===== src/rtl/rst_seq_pkg.sv =====
// Shared definitions for the reset sequencer: FSM state encoding, the
// sequencing counter width and the default phase lengths.
package rst_seq_pkg;

    localparam int CNT_W = 16;

    localparam int DEF_LOCK_STABLE_CYCLES = 256;
    localparam int DEF_BUFR_CLR_CYCLES    = 4;
    localparam int DEF_IDELAY_RST_CYCLES  = 64;
    localparam int DEF_GAP_CYCLES         = 16;
    localparam int DEF_RDY_TIMEOUT_CYCLES = 4096;

    typedef enum logic [2:0] {
        S_WAIT_LOCK = 3'd0,
        S_BUFR_CLR  = 3'd1,
        S_DLY_RST   = 3'd2,
        S_WAIT_RDY  = 3'd3,
        S_PHY_REL   = 3'd4,
        S_LINK_REL  = 3'd5,
        S_DONE      = 3'd6
    } state_t;

endpackage


===== src/rtl/sync_2ff.sv =====
// Two-flop synchroniser for a single asynchronous level; both flops clear
// to 0 on reset.
module sync_2ff (
    input  logic i_clk,
    input  logic i_rst,
    input  logic i_d,
    output logic o_q
);

    logic meta_q;
    logic sync_q;

    always_ff @(posedge i_clk or posedge i_rst) begin
        if (i_rst) begin
            meta_q <= 1'b0;
            sync_q <= 1'b0;
        end else begin
            meta_q <= i_d;
            sync_q <= meta_q;
        end
    end

    assign o_q = sync_q;

endmodule


===== src/rtl/rst_sequencer.sv =====
// Power-up reset sequencer: MMCM lock qualification, BUFR clear, IDELAYCTRL
// reset/ready, then staged PHY and link reset release.
// Optional RDY timeout/retry logic is built when RST_SEQ_TIMEOUT_EN is defined.
module rst_sequencer
    import rst_seq_pkg::*;
#(
    parameter int LOCK_STABLE_CYCLES = DEF_LOCK_STABLE_CYCLES,
    parameter int BUFR_CLR_CYCLES    = DEF_BUFR_CLR_CYCLES,
    parameter int IDELAY_RST_CYCLES  = DEF_IDELAY_RST_CYCLES,
    parameter int GAP_CYCLES         = DEF_GAP_CYCLES,
    parameter int RDY_TIMEOUT_CYCLES = DEF_RDY_TIMEOUT_CYCLES
) (
    input  logic       i_clk,
    input  logic       i_rst,
    input  logic       i_mmcm_locked,
    input  logic       i_idelayctrl_rdy,
    output logic       o_bufr_clr,
    output logic       o_idelayctrl_rst,
    output logic       o_phy_rst,
    output logic       o_link_rst,
    output logic       o_ready,
    output logic       o_timeout,
    output logic [3:0] o_retry_cnt
);

    localparam logic [CNT_W-1:0] LOCK_LD = CNT_W'(LOCK_STABLE_CYCLES - 1);
    localparam logic [CNT_W-1:0] BUFR_LD = CNT_W'(BUFR_CLR_CYCLES - 1);
    localparam logic [CNT_W-1:0] IDLY_LD = CNT_W'(IDELAY_RST_CYCLES - 1);
    localparam logic [CNT_W-1:0] GAP_LD  = CNT_W'(GAP_CYCLES - 1);
    localparam logic [CNT_W-1:0] RDY_LD  = CNT_W'(RDY_TIMEOUT_CYCLES - 1);

    logic lock_s;
    logic rdy_s;

    sync_2ff u_sync_lock (
        .i_clk (i_clk),
        .i_rst (i_rst),
        .i_d   (i_mmcm_locked),
        .o_q   (lock_s)
    );

    sync_2ff u_sync_rdy (
        .i_clk (i_clk),
        .i_rst (i_rst),
        .i_d   (i_idelayctrl_rdy),
        .o_q   (rdy_s)
    );

    state_t           state_q, state_d;
    logic [CNT_W-1:0] cnt_q, cnt_d;
    logic             bufr_clr_q, bufr_clr_d;
    logic             idly_rst_q, idly_rst_d;
    logic             phy_rst_q, phy_rst_d;
    logic             link_rst_q, link_rst_d;
    logic             ready_q, ready_d;
`ifdef RST_SEQ_TIMEOUT_EN
    logic             timeout_q, timeout_d;
    logic [3:0]       retry_q, retry_d;
`endif

    always_comb begin
        state_d = state_q;
        cnt_d   = cnt_q;
`ifdef RST_SEQ_TIMEOUT_EN
        timeout_d = 1'b0;
        retry_d   = retry_q;
`endif
        // Lock loss overrides everything, including a simultaneous RDY loss.
        if (state_q != S_WAIT_LOCK && !lock_s) begin
            state_d = S_WAIT_LOCK;
            cnt_d   = LOCK_LD;
        end else begin
            case (state_q)
                S_WAIT_LOCK: begin
                    if (!lock_s) begin
                        cnt_d = LOCK_LD;
                    end else if (cnt_q == '0) begin
                        state_d = S_BUFR_CLR;
                        cnt_d   = BUFR_LD;
                    end else begin
                        cnt_d = cnt_q - 1'b1;
                    end
                end
                S_BUFR_CLR: begin
                    if (cnt_q == '0) begin
                        state_d = S_DLY_RST;
                        cnt_d   = IDLY_LD;
                    end else begin
                        cnt_d = cnt_q - 1'b1;
                    end
                end
                S_DLY_RST: begin
                    // The timeout load is harmless when the timeout is not built.
                    if (cnt_q == '0) begin
                        state_d = S_WAIT_RDY;
                        cnt_d   = RDY_LD;
                    end else begin
                        cnt_d = cnt_q - 1'b1;
                    end
                end
                S_WAIT_RDY: begin
                    if (rdy_s) begin
                        state_d = S_PHY_REL;
                        cnt_d   = GAP_LD;
                    end
`ifdef RST_SEQ_TIMEOUT_EN
                    else if (cnt_q == '0) begin
                        state_d   = S_DLY_RST;
                        cnt_d     = IDLY_LD;
                        timeout_d = 1'b1;
                        retry_d   = (retry_q == 4'hF) ? retry_q : retry_q + 4'd1;
                    end else begin
                        cnt_d = cnt_q - 1'b1;
                    end
`endif
                end
                S_PHY_REL: begin
                    if (!rdy_s) begin
                        state_d = S_DLY_RST;
                        cnt_d   = IDLY_LD;
                    end else if (cnt_q == '0) begin
                        state_d = S_LINK_REL;
                    end else begin
                        cnt_d = cnt_q - 1'b1;
                    end
                end
                S_LINK_REL: begin
                    if (!rdy_s) begin
                        state_d = S_DLY_RST;
                        cnt_d   = IDLY_LD;
                    end else begin
                        state_d = S_DONE;
                    end
                end
                S_DONE: begin
                    if (!rdy_s) begin
                        state_d = S_DLY_RST;
                        cnt_d   = IDLY_LD;
                    end
                end
                default: begin
                    state_d = S_WAIT_LOCK;
                    cnt_d   = LOCK_LD;
                end
            endcase
        end

        // Outputs are a registered decode of the next state, so they line up with state_q.
        bufr_clr_d = (state_d == S_BUFR_CLR);
        idly_rst_d = (state_d == S_WAIT_LOCK) || (state_d == S_BUFR_CLR) ||
                     (state_d == S_DLY_RST);
        phy_rst_d  = !((state_d == S_PHY_REL) || (state_d == S_LINK_REL) ||
                       (state_d == S_DONE));
        link_rst_d = !((state_d == S_LINK_REL) || (state_d == S_DONE));
        ready_d    = (state_d == S_DONE);
    end

    always_ff @(posedge i_clk or posedge i_rst) begin
        if (i_rst) begin
            state_q    <= S_WAIT_LOCK;
            cnt_q      <= LOCK_LD;
            bufr_clr_q <= 1'b0;
            idly_rst_q <= 1'b1;
            phy_rst_q  <= 1'b1;
            link_rst_q <= 1'b1;
            ready_q    <= 1'b0;
        end else begin
            state_q    <= state_d;
            cnt_q      <= cnt_d;
            bufr_clr_q <= bufr_clr_d;
            idly_rst_q <= idly_rst_d;
            phy_rst_q  <= phy_rst_d;
            link_rst_q <= link_rst_d;
            ready_q    <= ready_d;
        end
    end

`ifdef RST_SEQ_TIMEOUT_EN
    always_ff @(posedge i_clk or posedge i_rst) begin
        if (i_rst) begin
            timeout_q <= 1'b0;
            retry_q   <= 4'd0;
        end else begin
            timeout_q <= timeout_d;
            retry_q   <= retry_d;
        end
    end

    assign o_timeout   = timeout_q;
    assign o_retry_cnt = retry_q;
`else
    assign o_timeout   = 1'b0;
    assign o_retry_cnt = 4'd0;
`endif

    assign o_bufr_clr       = bufr_clr_q;
    assign o_idelayctrl_rst = idly_rst_q;
    assign o_phy_rst        = phy_rst_q;
    assign o_link_rst       = link_rst_q;
    assign o_ready          = ready_q;

endmodule


===== config.mk =====
export PLATFORM = sky130hd
export DESIGN_NAME = rst_sequencer
export DESIGN_NICKNAME = d
export VERILOG_FILES = /design/src/rtl/rst_seq_pkg.sv /design/src/rtl/sync_2ff.sv /design/src/rtl/rst_sequencer.sv
export SDC_FILE = /design/constraint.sdc
export NUM_CORES = 1
export LEC_CHECK = 0
export ABC_AREA = 0
export BUFFER_PORTS_ARGS = -buffer_cell sky130_fd_sc_hd__buf_2
export CELL_PAD_IN_SITES_DETAIL_PLACEMENT = 1
export CELL_PAD_IN_SITES_GLOBAL_PLACEMENT = 2
export CORE_ASPECT_RATIO = 0.75
export CORE_MARGIN = 3
export CORE_UTILIZATION = 37
export CTS_CLUSTER_DIAMETER = 150
export DETAILED_ROUTE_END_ITERATION = 10
export GPL_TIMING_DRIVEN = 0
export PLACE_DENSITY_LB_ADDON = 0.1
export SETUP_SLACK_MARGIN = 0.02
export SLEW_MARGIN = 20
export SYNTH_ARGS = -nofsm -noshare
export SYNTH_HDL_FRONTEND = slang
export SYNTH_SLANG_ARGS = --single-unit

===== constraint.sdc =====
create_clock -name i_clk -period 2.8 [get_ports i_clk]
set_input_delay 0.84 -clock i_clk [delete_from_list [all_inputs] [get_ports i_clk]]
set_output_delay 0.84 -clock i_clk [all_outputs]
set_load 0.02 [all_outputs]

==> results of run 1 <==
## power breakdown
part           switching (mW)  leakage [nW]  internal (mW)
clock                   0.147        0.0357          0.192
combinational          0.0487         0.470         0.0287
sequential            0.00999         0.344          0.420
## Yosys cell counts, types with 3 or more instances
cell	n
o21ai_0	8
clkbuf_1	6
nor3b_1	3
a21oi_1	14
nor2_1	21
a211oi_1	5
dfrtp_1	17
nand2_1	20
and2_1	4
a22oi_1	5
nand3_1	7
buf_4	5
or3_1	3
xnor2_1	4
nand2b_1	3
dfstp_2	11
nor2b_1	3
nor3_1	4
inv_1	7
buf_2	3
o211ai_1	4
## worst register-to-register path: cells and delay by family (launching register included)
family          cells  cell delay [ns]
simple gates        2             0.82
buf+inv             2             0.43
flops               1             0.38
compound gates      3             0.68
## cell type report
class	count	area (sq um)	share of cell area [%]
inverters	7	26.3	1.29
multi-input cells	157	1020	49.8
clock buffers	3	41.3	2.02
repair buffers	8	40.0	1.96
clock inverters	1	30.0	1.47
flip-flops and latches	28	714	35.0
well taps	57	71.3	3.49
plain buffers	17	101	4.97
## metrics by stage
| step | hold WS (ns) | instance area, sq um | std cells | total power [mW] |
|---|---|---|---|---|
| 2_1_floorplan | 0.331 | 1860 | 209 | 0.494 |
| 3_3_place_gp | 0.332 | 1970 | 274 | 0.510 |
| 3_5_place_dp | 0.340 | 1970 | 274 | 0.514 |
| 4_1_cts | 0.365 | 2040 | 278 | 0.858 |
| 5_1_grt | 0.380 | 2040 | 278 | 0.888 |
| 6_report | 0.360 | 2040 | 278 | 0.847 |
## per-layer routing
layer	vias up	part of all wire, %	routed length, microns	track usage, %
met4	0	0.24	12	3.26
met1	819	50	2460	23.5
met2	18	47	2300	31.5
met5	-	0	0	0
li1	770	-	-	-
met3	2	2.7	133	3.34
## state kept, by name, indices dropped and copies added (netlist names)
name and cells:
cnt_q 16, state_q 3, o_bufr_clr 1, o_idelayctrl_rst 1, o_link_rst 1, o_phy_rst 1
o_ready 1, u_sync_lock.meta_q 1, u_sync_lock.o_q 1, u_sync_rdy.meta_q 1, u_sync_rdy.o_q 1
## worst min path at each step
stage,startpoint,cells past startpoint,to,slack [ns]
6_report,u_sync_lock.meta_q,0,u_sync_lock.o_q,0.36
5_1_grt,u_sync_rdy.meta_q,0,u_sync_rdy.o_q,0.38
4_1_cts,u_sync_lock.meta_q,0,u_sync_lock.o_q,0.36
3_5_place_dp,u_sync_lock.meta_q,0,u_sync_lock.o_q,0.34
3_3_place_gp,u_sync_lock.meta_q,0,u_sync_lock.o_q,0.33
2_1_floorplan,u_sync_lock.meta_q,0,u_sync_lock.o_q,0.33
## kinds of logic (layout without fill, tap and decap cells)
kind of cell	Yosys count	in the layout	synth area share [%]
compound gates	57	57	22.1
buf+inv	24	36	6.92
flops	28	28	38.8
xor+xnor	4	4	1.90
fa+ha+maj	3	3	1.90
simple gates	87	87	27.6
other cells	1	5	0.203
mux	1	1	0.543
==> metrics.txt, run 1 <==
Final min period around 2.4 ns; Starting DRT DRC Count slightly below 50; WL final between 4000 and 5000 microns; cts hold-fix bufs 0; top-area cell type share of the netlist area a little under a quarter; io pins 14; GR Util All Layers between 15 and 20%; largest net degree at the start of global routing 29; status completed; Post-Syn Area per Cell 8.99 sq um; Synth Flop Type dfrtp_1; final hold vios 0; Num Clock Sinks 28; yosys warns 0; crit-path leading delay family simple AND/OR/NAND/NOR gates; postcts setup bufs 0; Synth area leaders dfrtp_1, dfstp_2, nor2_1; Starting Density around 40%; core box area between 4000 and 5000 sq um; Post-Syn Area about 1800 sq um; DR vias ~1600; crit end category register; crit-path max FO 10; Slew @ Worst Pin 0.774 ns; fin util 44.1%; Yosys top cell by area dfrtp_1; leakage 0.850 nW; leading cell types in the layout, fill and taps excluded nor2_1, nand2_1, dfrtp_1; layout cell share with drive strength beyond 1 approximately 20%; Residual DRC 0; DR pass1 iterations 5; final worst path period share 84.6%; fin worst setup slack around 0.43 ns; Die Wd slightly below 90 microns; Reg2Reg Depth 7; Clk Latency, worst-skew pair ~0.30 ns; nets@finish about 230; ys async rst share 100%; Final ANT Viol Nets 0; setup slack, reg-to-reg 0.43 ns; capture point of the worst path cnt_q[12]; critical path class reg2reg; CTS HTree Levels 1; CTS tree built; Fmax roughly 0.42 GHz; reg-to-reg startpoint cnt_q[3]; crit start category register; vias in the first global route between 1500 and 2000; Setup Viol. Count Final 0; clock buffer depth 2; register area share after synthesis a little under 40%; clk_skew approximately 0.013 ns; first-pass GRT wire length 8220 microns; Port Buf Inserts 8; root buf cell clkbuf_8; Die ar. 5870 sq um; Yosys reg bits 28; row cnt 21; Critical Path Source cnt_q[3]; Cell Pwr Density between 400 and 500 nW/um^2; clk slew on worst S/H paths about 0.11 ns; fillcell total 544; EDFF count, synth 0; slowest CP cell nor4_4; CTS buffer count 3; Crit. path cell count 7; Max-Cap Viols 0; worst hold path type reg2reg; worst-path cell chain buf_6 -> nor4_4 -> nand4_4 -> a211oi_2 -> buf_2 -> o21ai_0 -> a21oi_1; die span in y approximately 67 microns; Max-slew headroom ~48%; initial antenna violation count 0; grt ovf 0; post_cts resized 0; number of diodes 0; RSZ-0062 raised after global routing no; sum of negative setup slack 0 ns; Post-Syn Instances 205; max incr delay on CP just over 0.6 ns; pre-CTS setup slack roughly 0.43 ns; drt wl/cell approximately 18 microns; number of library cell types mapped by synthesis 56; Area Growth Syn to Fin 10.7%; CP bufs+invs 2; commonest non-fill, non-tap cell in the layout nor2_1; VDD IR-drop max about 0.23 mV; fin. max-slew vios 0; WP data required slightly above 3 ns; dpl hpwl about 3600 microns; crit path DAT between 2 and 3 ns; DR vias/cell just under 6; reg-to-reg endpoint cnt_q[12]; Final Wtd Congestion a little over 0.8
Power figures use the tool's default switching activity.
==> run 2: changes to the inputs <==
==> constraint.sdc (replaced) <==
create_clock -name i_clk -period 2.3 [get_ports i_clk]
set_input_delay 0.69 -clock i_clk [delete_from_list [all_inputs] [get_ports i_clk]]
set_output_delay 0.69 -clock i_clk [all_outputs]
set_load 0.02 [all_outputs]
==> metrics.txt, run 2 (synthesis gave the netlist of run 1 again) <==
status completed; final non-filler cell total 282 (+1.4%); Die ar. 5870 sq um (unchanged); Residual DRC 0 (unchanged); Die Wd 87.5 microns (unchanged); Global Route met1 Usage 23.5% (unchanged); Cell Pwr Density 491 nW/um^2 (+18%); crit end category register; WL final 5050 microns (+3.0%); fillcell total 542 (-0.37%); largest net degree at the start of global routing 29 (unchanged); Max-Cap Viols 0 (unchanged); WHS 0.360 ns (+0.000224 ns); Slew @ Worst Pin 0.666 ns (-0.109 ns); WP data required 2.51 ns (-0.51 ns); crit-path max FO 9 (-1); commonest non-fill, non-tap cell in the layout nor2_1; io pins 14 (unchanged); Final ANT Viol Nets 0 (unchanged); Num Clock Sinks 28 (unchanged); CTS HTree Levels 1 (unchanged); Fmax 0.463 GHz (+9.8%); leading cell types in the layout, fill and taps excluded nor2_1, nand2_1, dfrtp_1; clk_skew 0.0104 ns (-0.00267 ns); Starting DRT DRC Count 62 (+27%); area of the multi-input gates 1060 sq um (+4.4%); CTS tree built; cts hold-fix bufs 0 (unchanged); routing usage on met3 3.71% (+0.37 points); vias in the first global route 1704 (+1.7%); grt ovf 0 (unchanged); final hold vios 0 (unchanged); slowest CP cell dfstp_2; die span in y 67.1 microns (unchanged); VDD IR-drop max 0.277 mV (+21%); worst hold path type reg2reg; crit start category register; Cells after DPL 274 (unchanged); Clk Latency, worst-skew pair 0.30 ns (about the same); RSZ-0062 raised after global routing yes; routing usage on met2 31.6% (+0.094 points); sum of negative setup slack 0 ns (unchanged); Final min period 2.16 ns (-0.211 ns); PnR Total Power 1.04 mW (+23%); DR vias 1605 (-0.25%); clock buffer depth 2 (unchanged); placed inst area 1970 sq um (unchanged); final worst path period share 93.9% (+9.2 points); area of all placed cells without fillers 2120 sq um (+3.7%); first-pass GRT wire length 8300 microns (+0.92%); number of diodes 0 (unchanged); Top Registers cnt_q (16), state_q (3); dpl hpwl 3580 microns (unchanged); sequential cell area 714 sq um (unchanged); GR Util All Layers 18.3% (+0.23 points); initial antenna violation count 0 (unchanged); layout cell share with drive strength beyond 1 23.6% (+3.6 points); CP bufs+invs 2 (unchanged); row cnt 21 (unchanged); worst-path cell chain inv_1 -> ha_1 -> nor3b_4 -> and4_1 -> buf_2 -> a31oi_2 -> a22oi_1 -> a211oi_1; DR pass1 iterations 4 (-1); setup slack, reg-to-reg 0.14 ns (-0.29 ns); root buf cell clkbuf_8; Starting Density 39.9% (unchanged); crit-path leading delay family compound AO/OA/AOI/OAI gates; critical path class reg2reg; CTS buffer count 3 (unchanged); leakage 0.875 nW (+2.9%); crit path DAT 2.37 ns (-0.22 ns); core box area 4620 sq um (unchanged); DR vias/cell 5.69 (-1.7%); clk slew on worst S/H paths 0.10 ns (about the same); Area Growth Syn to Fin 14.8%; GRT busiest layer met2; max incr delay on CP 0.57 ns (-0.05 ns); drt wl/cell 17.9 microns (+1.6%); Setup Viol. Count Final 0 (unchanged); fin. max-slew vios 0 (unchanged); flip-flop count of the largest register after layout 16 (unchanged); Final Wtd Congestion 0.813 (unchanged); nets@finish 232 (+1.8%); Max-slew headroom 55.4% (+7.5 points); Biggest register cnt_q; Port Buf Inserts 8 (unchanged)
[run 2: changes by cell type in the layout (fill, tap and decap cells not counted), sizes merged]
cell,change
buf,+4
[run 2: routing by layer]
metal | routed length, microns | share of wire, %
met2 | 2400 | 48
met3 | 120 | 2.4
met4 | 23 | 0.46
met5 | 0 | 0
met1 | 2500 | 50
[run 2: worst register-to-register path, cell delays in order, from the launching register on]
cell and delay, ns:
dfstp_2 0.57, inv_1 0.07, ha_1 0.23, nor3b_4 0.17, and4_1 0.20, buf_2 0.19, a31oi_2 0.30, a22oi_1 0.11
a211oi_1 0.24
[run 2: worst paths after layout]
path / depth (start not counted) / from / endpoint
worst max-delay path: 8 / cnt_q[0] / cnt_q[4]
worst min-delay path: 0 / u_sync_lock.meta_q / u_sync_lock.o_q
worst max register to register: 8 / cnt_q[0] / cnt_q[4]
worst min register to register: 0 / u_sync_lock.meta_q / u_sync_lock.o_q
max in group asynchronous: 2 / i_rst / cnt_q[10]
min in group asynchronous: 2 / i_rst / cnt_q[13]
[run 2: where the power goes]
group / switching, mW / total, mW / internal [mW]
Combinational: 0.0594 / 0.0954 / 0.0360
Clock: 0.183 / 0.417 / 0.234
Sequential: 0.0145 / 0.526 / 0.511
[run 2: final cells by class]
| class | count | area share, % |
|---|---|---|
| Multi-Input combinational cell | 157 | 50.1 |
| Sequential cell | 28 | 33.8 |
| Buffer | 17 | 4.79 |
| Tap cell | 57 | 3.37 |
| Timing Repair Buffer | 12 | 3.31 |
| Clock buffer | 3 | 1.95 |
| Clock inverter | 1 | 1.42 |
| Inverter | 7 | 1.24 |
[run 2: what timing repair did]
item | CTS | global route
gates resized for setup | 1 | 7
setup buffers | 0 | 4
pin swaps | 1 | 2
endpoints found under the setup margin | 6 | 12
[run 2: metrics by stage]
stage / util [%] / worst slack, ns
final: 45.8 / 0.141
after global routing: 45.8 / -0.00941
after CTS: 44.2 / 0.0273
after detailed placement: 42.6 / -0.0703
after global placement: 42.6 / 0.0524
after floorplan: - / 0.318
